### src/rtl/dht11_pkg.sv
// -----------------------------------------------------------------------------
// dht11_pkg
// Shared types and constants for the DHT11 measurement scheduler.
//   state_t  : scheduler FSM states
//   SRC_SW   : last_src encoding for a software-triggered start
//   SRC_AUTO : last_src encoding for an auto-poll start
// -----------------------------------------------------------------------------
package dht11_pkg;

  typedef enum logic [1:0] {
    IDLE  = 2'd0,
    START = 2'd1,
    WAIT  = 2'd2,
    GAP   = 2'd3
  } state_t;

  localparam logic SRC_SW   = 1'b1;
  localparam logic SRC_AUTO = 1'b0;

endpackage

### src/rtl/dht11_ms_tick.sv
// -----------------------------------------------------------------------------
// dht11_ms_tick
// Prescaler producing a single-cycle tick every TICK_DIV clock cycles.
// Ports:
//   i_clk  : clock, rising edge
//   i_rst  : synchronous active-high reset
//   i_clr  : synchronous clear; counter restarts and the tick is suppressed
//   o_tick : high for one cycle at the end of every TICK_DIV-cycle period
// -----------------------------------------------------------------------------
module dht11_ms_tick #(
  parameter int unsigned TICK_DIV = 100_000
) (
  input  logic i_clk,
  input  logic i_rst,
  input  logic i_clr,
  output logic o_tick
);

  localparam int unsigned   CW   = (TICK_DIV > 1) ? $clog2(TICK_DIV) : 1;
  localparam logic [CW-1:0] LAST = CW'(TICK_DIV - 1);

  logic [CW-1:0] r_cnt;

  // NOTE: sequential state is always updated with non-blocking assignments so
  // every flop samples the pre-edge values of its neighbours.
  always_ff @(posedge i_clk) begin
    if (i_rst || i_clr) begin
      r_cnt <= '0;
    end else if (r_cnt == LAST) begin
      r_cnt <= '0;
    end else begin
      r_cnt <= r_cnt + CW'(1);
    end
  end

  assign o_tick = (r_cnt == LAST) && !i_clr;

endmodule

### src/rtl/dht11_sched.sv
// -----------------------------------------------------------------------------
// dht11_sched
// Measurement scheduler between the APB register file and the DHT11 capture
// IP. Merges software and periodic auto-poll requests, issues one start pulse
// per measurement, enforces the minimum gap between starts, times out silent
// frames and latches validated results with sticky error flags.
// Ports:
//   i_pclk, i_preset        : clock / synchronous active-high reset
//   i_sw_req                : 1-cycle software request
//   i_auto_en, i_auto_period: periodic poll enable and period in ms
//   o_dht_start             : 1-cycle start pulse to the capture IP
//   i_dht_done, i_dht_valid : frame complete / checksum OK from the IP
//   i_dht_humidity/temperature : raw frame data, sampled on done
//   o_hum_q, o_temp_q       : last valid result
//   o_data_valid            : a valid result has been seen since reset
//   o_busy                  : FSM not idle
//   o_err_timeout, o_err_csum : sticky error flags, cleared by a valid result
//   o_last_src              : source of the last start (SRC_SW / SRC_AUTO)
//   o_meas_cnt              : valid-result counter, wraps
// -----------------------------------------------------------------------------
module dht11_sched
  import dht11_pkg::*;
#(
  parameter int unsigned TICK_DIV   = 100_000,
  parameter int unsigned MIN_GAP_MS = 2000,
  parameter int unsigned TIMEOUT_MS = 50
) (
  input  logic        i_pclk,
  input  logic        i_preset,
  input  logic        i_sw_req,
  input  logic        i_auto_en,
  input  logic [15:0] i_auto_period,
  output logic        o_dht_start,
  input  logic        i_dht_done,
  input  logic        i_dht_valid,
  input  logic [15:0] i_dht_humidity,
  input  logic [15:0] i_dht_temperature,
  output logic [15:0] o_hum_q,
  output logic [15:0] o_temp_q,
  output logic        o_data_valid,
  output logic        o_busy,
  output logic        o_err_timeout,
  output logic        o_err_csum,
  output logic        o_last_src,
  output logic [15:0] o_meas_cnt
);

  localparam logic [15:0] MIN_GAP  = 16'(MIN_GAP_MS);
  localparam logic [15:0] GAP_LAST = 16'(MIN_GAP_MS - 1);
  localparam logic [15:0] TMO_LAST = 16'(TIMEOUT_MS - 1);

  state_t      r_state;
  state_t      w_next;
  logic        r_pend_sw;
  logic        r_pend_auto;
  logic [15:0] r_auto_ms;
  logic [15:0] r_meas_ms;
  logic [15:0] r_hum;
  logic [15:0] r_temp;
  logic [15:0] r_cnt;
  logic        r_data_valid;
  logic        r_err_timeout;
  logic        r_err_csum;
  logic        r_last_src;

  logic        w_auto_tick;
  logic        w_meas_tick;
  logic        w_auto_hit;
  logic        w_timeout_hit;
  logic        w_gap_hit;
  logic        w_req_now;
  logic [15:0] w_eff_period;

  // Auto timer prescaler only runs while polling is enabled.
  dht11_ms_tick #(.TICK_DIV(TICK_DIV)) u_auto_tick (
    .i_clk  (i_pclk),
    .i_rst  (i_preset),
    .i_clr  (!i_auto_en),
    .o_tick (w_auto_tick)
  );

  // Measurement prescaler is re-phased at every start so timeout and gap are
  // measured from the start pulse itself.
  dht11_ms_tick #(.TICK_DIV(TICK_DIV)) u_meas_tick (
    .i_clk  (i_pclk),
    .i_rst  (i_preset),
    .i_clr  (r_state == START),
    .o_tick (w_meas_tick)
  );

  assign w_eff_period  = (i_auto_period < MIN_GAP) ? MIN_GAP : i_auto_period;
  // >= rather than == so a period lowered mid-count expires instead of wrapping.
  assign w_auto_hit    = w_auto_tick && (r_auto_ms >= w_eff_period - 16'd1);
  assign w_timeout_hit = w_meas_tick && (r_meas_ms == TMO_LAST);
  assign w_gap_hit     = w_meas_tick && (r_meas_ms >= GAP_LAST);
  assign w_req_now     = i_sw_req || r_pend_sw || r_pend_auto;

  // Timers and request capture.
  always_ff @(posedge i_pclk) begin
    if (i_preset) begin
      r_auto_ms   <= '0;
      r_meas_ms   <= '0;
      r_pend_sw   <= 1'b0;
      r_pend_auto <= 1'b0;
    end else begin
      if (!i_auto_en || w_auto_hit) begin
        r_auto_ms <= '0;
      end else if (w_auto_tick) begin
        r_auto_ms <= r_auto_ms + 16'd1;
      end

      if (r_state == START) begin
        r_meas_ms <= '0;
      end else if (w_meas_tick && r_meas_ms != 16'hFFFF) begin
        r_meas_ms <= r_meas_ms + 16'd1;
      end

      // START consumes the pending requests; a request landing in that same
      // cycle belongs to the next measurement and must survive.
      if (r_state == START) begin
        r_pend_sw   <= i_sw_req;
        r_pend_auto <= w_auto_hit;
      end else begin
        r_pend_sw   <= r_pend_sw   || i_sw_req;
        r_pend_auto <= r_pend_auto || w_auto_hit;
      end
    end
  end

  always_ff @(posedge i_pclk) begin
    if (i_preset) begin
      r_state <= IDLE;
    end else begin
      r_state <= w_next;
    end
  end

  // NOTE: every output of this block gets a default first, so no path can
  // leave a signal unassigned and infer a latch.
  always_comb begin
    w_next      = r_state;
    o_dht_start = 1'b0;
    o_busy      = (r_state != IDLE);
    case (r_state)
      IDLE: begin
        if (w_req_now) w_next = START;
      end
      START: begin
        o_dht_start = 1'b1;
        w_next      = WAIT;
      end
      WAIT: begin
        // done has priority over a coincident timeout
        if (i_dht_done || w_timeout_hit) w_next = GAP;
      end
      GAP: begin
        if (w_gap_hit) w_next = w_req_now ? START : IDLE;
      end
      default: w_next = IDLE;
    endcase
  end

  // Result and status registers.
  always_ff @(posedge i_pclk) begin
    if (i_preset) begin
      r_hum         <= '0;
      r_temp        <= '0;
      r_cnt         <= '0;
      r_data_valid  <= 1'b0;
      r_err_timeout <= 1'b0;
      r_err_csum    <= 1'b0;
      r_last_src    <= SRC_AUTO;
    end else begin
      case (r_state)
        START: r_last_src <= r_pend_sw ? SRC_SW : SRC_AUTO;
        WAIT: begin
          if (i_dht_done) begin
            if (i_dht_valid) begin
              r_hum         <= i_dht_humidity;
              r_temp        <= i_dht_temperature;
              r_cnt         <= r_cnt + 16'd1;
              r_data_valid  <= 1'b1;
              r_err_timeout <= 1'b0;
              r_err_csum    <= 1'b0;
            end else begin
              r_err_csum <= 1'b1;
            end
          end else if (w_timeout_hit) begin
            r_err_timeout <= 1'b1;
          end
        end
        default: ;
      endcase
    end
  end

  assign o_hum_q       = r_hum;
  assign o_temp_q      = r_temp;
  assign o_meas_cnt    = r_cnt;
  assign o_data_valid  = r_data_valid;
  assign o_err_timeout = r_err_timeout;
  assign o_err_csum    = r_err_csum;
  assign o_last_src    = r_last_src;

endmodule
### config.mk
export PLATFORM = sky130hd
export DESIGN_NAME = dht11_sched
export DESIGN_NICKNAME = d
export VERILOG_FILES = /design/src/rtl/dht11_pkg.sv /design/src/rtl/dht11_ms_tick.sv /design/src/rtl/dht11_sched.sv
export SDC_FILE = /design/constraint.sdc
export NUM_CORES = 1
export LEC_CHECK = 0
export CAP_MARGIN = 20
export CORE_MARGIN = 8
export CORE_UTILIZATION = 48
export DETAILED_ROUTE_END_ITERATION = 7
export MAX_ROUTING_LAYER = met4
export PLACE_DENSITY = 0.75
export RECOVER_POWER = 25
export SLEW_MARGIN = 20
export SYNTH_ARGS = -nofsm -noshare
export SYNTH_HDL_FRONTEND = slang
export SYNTH_HIERARCHICAL = 1
export SYNTH_SLANG_ARGS = --single-unit
export TNS_END_PERCENT = 30
### constraint.sdc
create_clock -name i_pclk -period 3.7 [get_ports i_pclk]
set_clock_uncertainty 0.1 [all_clocks]
set_input_delay 0.37 -clock i_pclk [delete_from_list [all_inputs] [get_ports i_pclk]]
set_output_delay 0.37 -clock i_pclk [all_outputs]
set_load 0.05 [all_outputs]
==> out/results.txt, run 1 <==
global-route wire length before repair = 25080 µm
area of the multi-input gates = 0.003540 mm²
width of the die = 129.1 µm
leakage = 0.002884 µW
PortBufs = 107
post-synthesis cell type count = 61
Mapped Cells = 720
crit path DAT = 3720 ps
Worst EP required = 3890 ps
post-CTS setup buffer count = 0
# rows = 41
Net Count, Synth = 801
YS warnings = 6
Syn-to-layout area delta = 33.01%
Fill cells = 1014
TritonCTS clock tree = yes
failing checks = capacitance limit, slew limit
Tmin final = 3530 ps
synthesis-stage register bit count = 122
Remaining DRCs = 0
Vias = 5552
length of the first detailed-routing pass in iterations = 5
final WL = 15340 µm
Worst slew margin = -0.1524
Placed Area = 0.007506 mm²
power per cell area = 453.3 mW/mm²
Crit Path Max Fanout = 5
highest-count cells in the layout ignoring fill and taps = dfxtp_1, nand2_1, clkdlybuf4s50_1, nor2_1, a21oi_1
worst hold margin = 261.5 ps
fmax = 283.3 MHz
Die Y-Extent = 129.1 µm
Psw = 942.7 µW
Ports = 108
register area share after synthesis = 0.3980
Clock Latency Late Sink = 400 ps
initial antenna violation count = 0
Sw Ratio = 0.2548
internal power = 2757 µW
total CTS buffers = 17
layout cells sized above 1 = 0.1205
drt first-iter violations = 333
maximum root-to-sink buffer count = 2
largest family of logic cells by synthesized area = simple AND/OR/NAND/NOR gates
setup slack, reg-to-reg = 430 ps
Detail Route Antenna Nets = 0
Final Setup Violations = 0
Sequential Power Share = 0.377
HP Class = input port to flip-flop
die footprint = 0.01666 mm²
Worst-Margin Slew = 1729 ps
Hold Fails Final Rpt = 0
clk slew on worst S/H paths = 50 ps
MaxCap Viol Count = 1
RePlAce Congestion = 0.8830
Netlist Area Pre-Place = 0.006136 mm²
ant diodes = 0
mux cell area share after synthesis = 0.008361
Final Instance Area = 0.008162 mm²
Starting Density = 0.4882
gr usage total = 0.1897
Worst Setup Path Type = input port to flip-flop
clock root cell = clkbuf_16
Inst Count DP = 1002
PostCTS Resize Cnt = 0
Post-Synth Adder-Cell Area = 0.05506
final slew viol count = 42
Compound-Gate Fraction of Synth Area = 0.08095
final period utilization = 0.9541
fin cells = 1035
endpoint type of the worst setup path = flip-flop
maximum VDD drop = 0.2884 mV
via-per-instance ratio = 5.364
hold_buf cts = 0
status = complete, but fails checks
Routed WL per cell = 14.82 µm
DP Wirelength = 11330 µm
post-synthesis simple-gate area fraction = 0.3165
vias in the first global route = 5457
total gr overflow = 0
largest net degree at the start of global routing = 59
Worst setup SP type = input port
Avg Inst Size Synth = 8.522 µm²
most common cell after layout, fill and taps aside = dfxtp_1
CTS H-Tree Depth = 4
CORE AREA = 0.01257 mm²
# nets final = 931
clk sinks = 122
XOR/XNOR share of the synthesized area = 0.1128
Comb pwr share = 0.146
power share of the clock group = 0.477
FF+latch area = 0.002442 mm²
-- worst max-delay path, stage by stage --
cell and delay, ps:
clkdlybuf4s50_1 410, or2_1 250, nor4_2 190, o41ai_1 130, buf_4 160, nand2_1 90, ha_1 190, nand2_2 90
nor4_2 300, xnor2_1 170, ha_1 270, buf_4 140, a21oi_1 110, a21boi_0 160, nor3_1 260, nand3_1 150
a32o_1 280
-- sequential cells by signal, indices dropped and copies added, names as in the netlist --
register / cells
o_hum_q: 16
u_meas_tick/r_cnt: 17
r_auto_ms: 16
u_auto_tick/r_cnt: 17
o_err_csum: 1
o_err_timeout: 1
r_pend_auto: 1
r_pend_sw: 1
r_state: 2
o_last_src: 1
o_data_valid: 1
r_meas_ms: 16
o_meas_cnt: 16
o_temp_q: 16
-- Yosys cell counts (all sizes together) --
| cell | count | area, µm² |
|---|---|---|
| a211oi | 1 | 7.510 |
| a21boi | 2 | 15.01 |
| a21oi | 44 | 220.2 |
| a22oi | 1 | 7.510 |
| a311o | 1 | 10.01 |
| a311oi | 2 | 23.77 |
| a31oi | 2 | 12.51 |
| a32o | 1 | 10.01 |
| and2 | 1 | 6.260 |
| and2b | 1 | 7.510 |
| and3 | 13 | 86.33 |
| and4 | 10 | 87.58 |
| buf | 8 | 57.55 |
| clkbuf | 17 | 63.81 |
| dfxtp | 122 | 2442 |
| ha | 27 | 337.8 |
| inv | 14 | 52.55 |
| mux2 | 1 | 11.26 |
| mux2i | 4 | 40.04 |
| nand2 | 111 | 424.2 |
| nand2b | 3 | 18.77 |
| nand3 | 29 | 155.2 |
| nand4 | 30 | 251.5 |
| nand4b | 1 | 8.760 |
| nor2 | 104 | 415.4 |
| nor2b | 5 | 31.28 |
| nor3 | 25 | 130.1 |
| nor4 | 20 | 206.5 |
| nor4b | 2 | 17.52 |
| nor4bb | 1 | 10.01 |
| o2111ai | 3 | 26.28 |
| o211ai | 3 | 22.52 |
| o21ai | 14 | 70.06 |
| o21bai | 1 | 7.510 |
| o22ai | 1 | 6.260 |
| o31a | 1 | 8.760 |
| o31ai | 2 | 28.78 |
| o41a | 1 | 11.26 |
| o41ai | 1 | 8.760 |
| or2 | 2 | 15.02 |
| or2b | 1 | 7.510 |
| or3 | 5 | 32.53 |
| or4 | 3 | 30.03 |
| xnor2 | 42 | 367.9 |
| xor2 | 37 | 324.1 |
-- final timing paths --
path	cells after the start	to	startpoint
worst max-delay path	17	r_pend_auto	i_auto_period[14]
worst min-delay path	4	r_state[1]	i_preset
worst max register to register	8	o_meas_cnt[14]	r_state[0]
worst min register to register	2	o_hum_q[6]	o_hum_q[6]
-- area by class of cell --
class | count | share of cell area
clock buffers | 19 | 0.05304
well taps | 172 | 0.02637
clock inverters | 13 | 0.02438
repair buffers | 136 | 0.1568
inverters | 14 | 0.006439
flip-flops and latches | 122 | 0.2992
multi-input cells | 559 | 0.4337
-- kinds of logic after synthesis --
group | Yosys count
AOI/OAI and AO/OA | 81
xor gates and xnor gates | 79
adders and majority gates | 27
buffers and inverters | 39
DFF | 122
muxes | 5
and+or+nand+nor | 367
-- layer usage --
metal / vias up / part of all wire / track usage
met2: 126 / 0.51 / 0.3180
li1: 2767 / - / -
met3: 24 / 0.032 / 0.03862
met1: 2635 / 0.44 / 0.2166
met4: 0 / 0.024 / 0.08086
met5: - / 0 / -
-- power groups by stage --
stage / combinational (µW) / sequential (µW) / clock (µW)
after floorplan: 253 / 1500 / 0
after global placement: 526 / 1420 / 0
after detailed placement: 540 / 1420 / 0
after CTS: 542 / 1400 / 1790
after global routing: 582 / 1400 / 1850
final: 541 / 1400 / 1760
-- stage by stage --
step | TNS [ps] | util | setup WS [ps] | total power, µW
final | 0 | 0.6494 | 170.0 | 3700
after global routing | -3.642 | 0.6494 | -1.774 | 3834
after CTS | 0 | 0.6475 | 136.0 | 3729
after detailed placement | -4580 | 0.5972 | -292.2 | 1963
after global placement | -1395 | 0.5972 | -92.74 | 1945
after floorplan | 0 | - | 21.24 | 1754
Note: power is estimated with default switching activity, not from simulation.
==> inputs of run 2 (changes only) <==
SKIP_CTS_REPAIR_TIMING = 1   (was not set)
==> results of run 2 <==
Final layout, timing and power as in run 1 (identical DEF).
==> inputs of run 3 (changes only) <==
SKIP_CTS_REPAIR_TIMING = not set   (was 1)
==> results of run 3 <==
Final layout, timing and power as in run 1 (identical DEF).
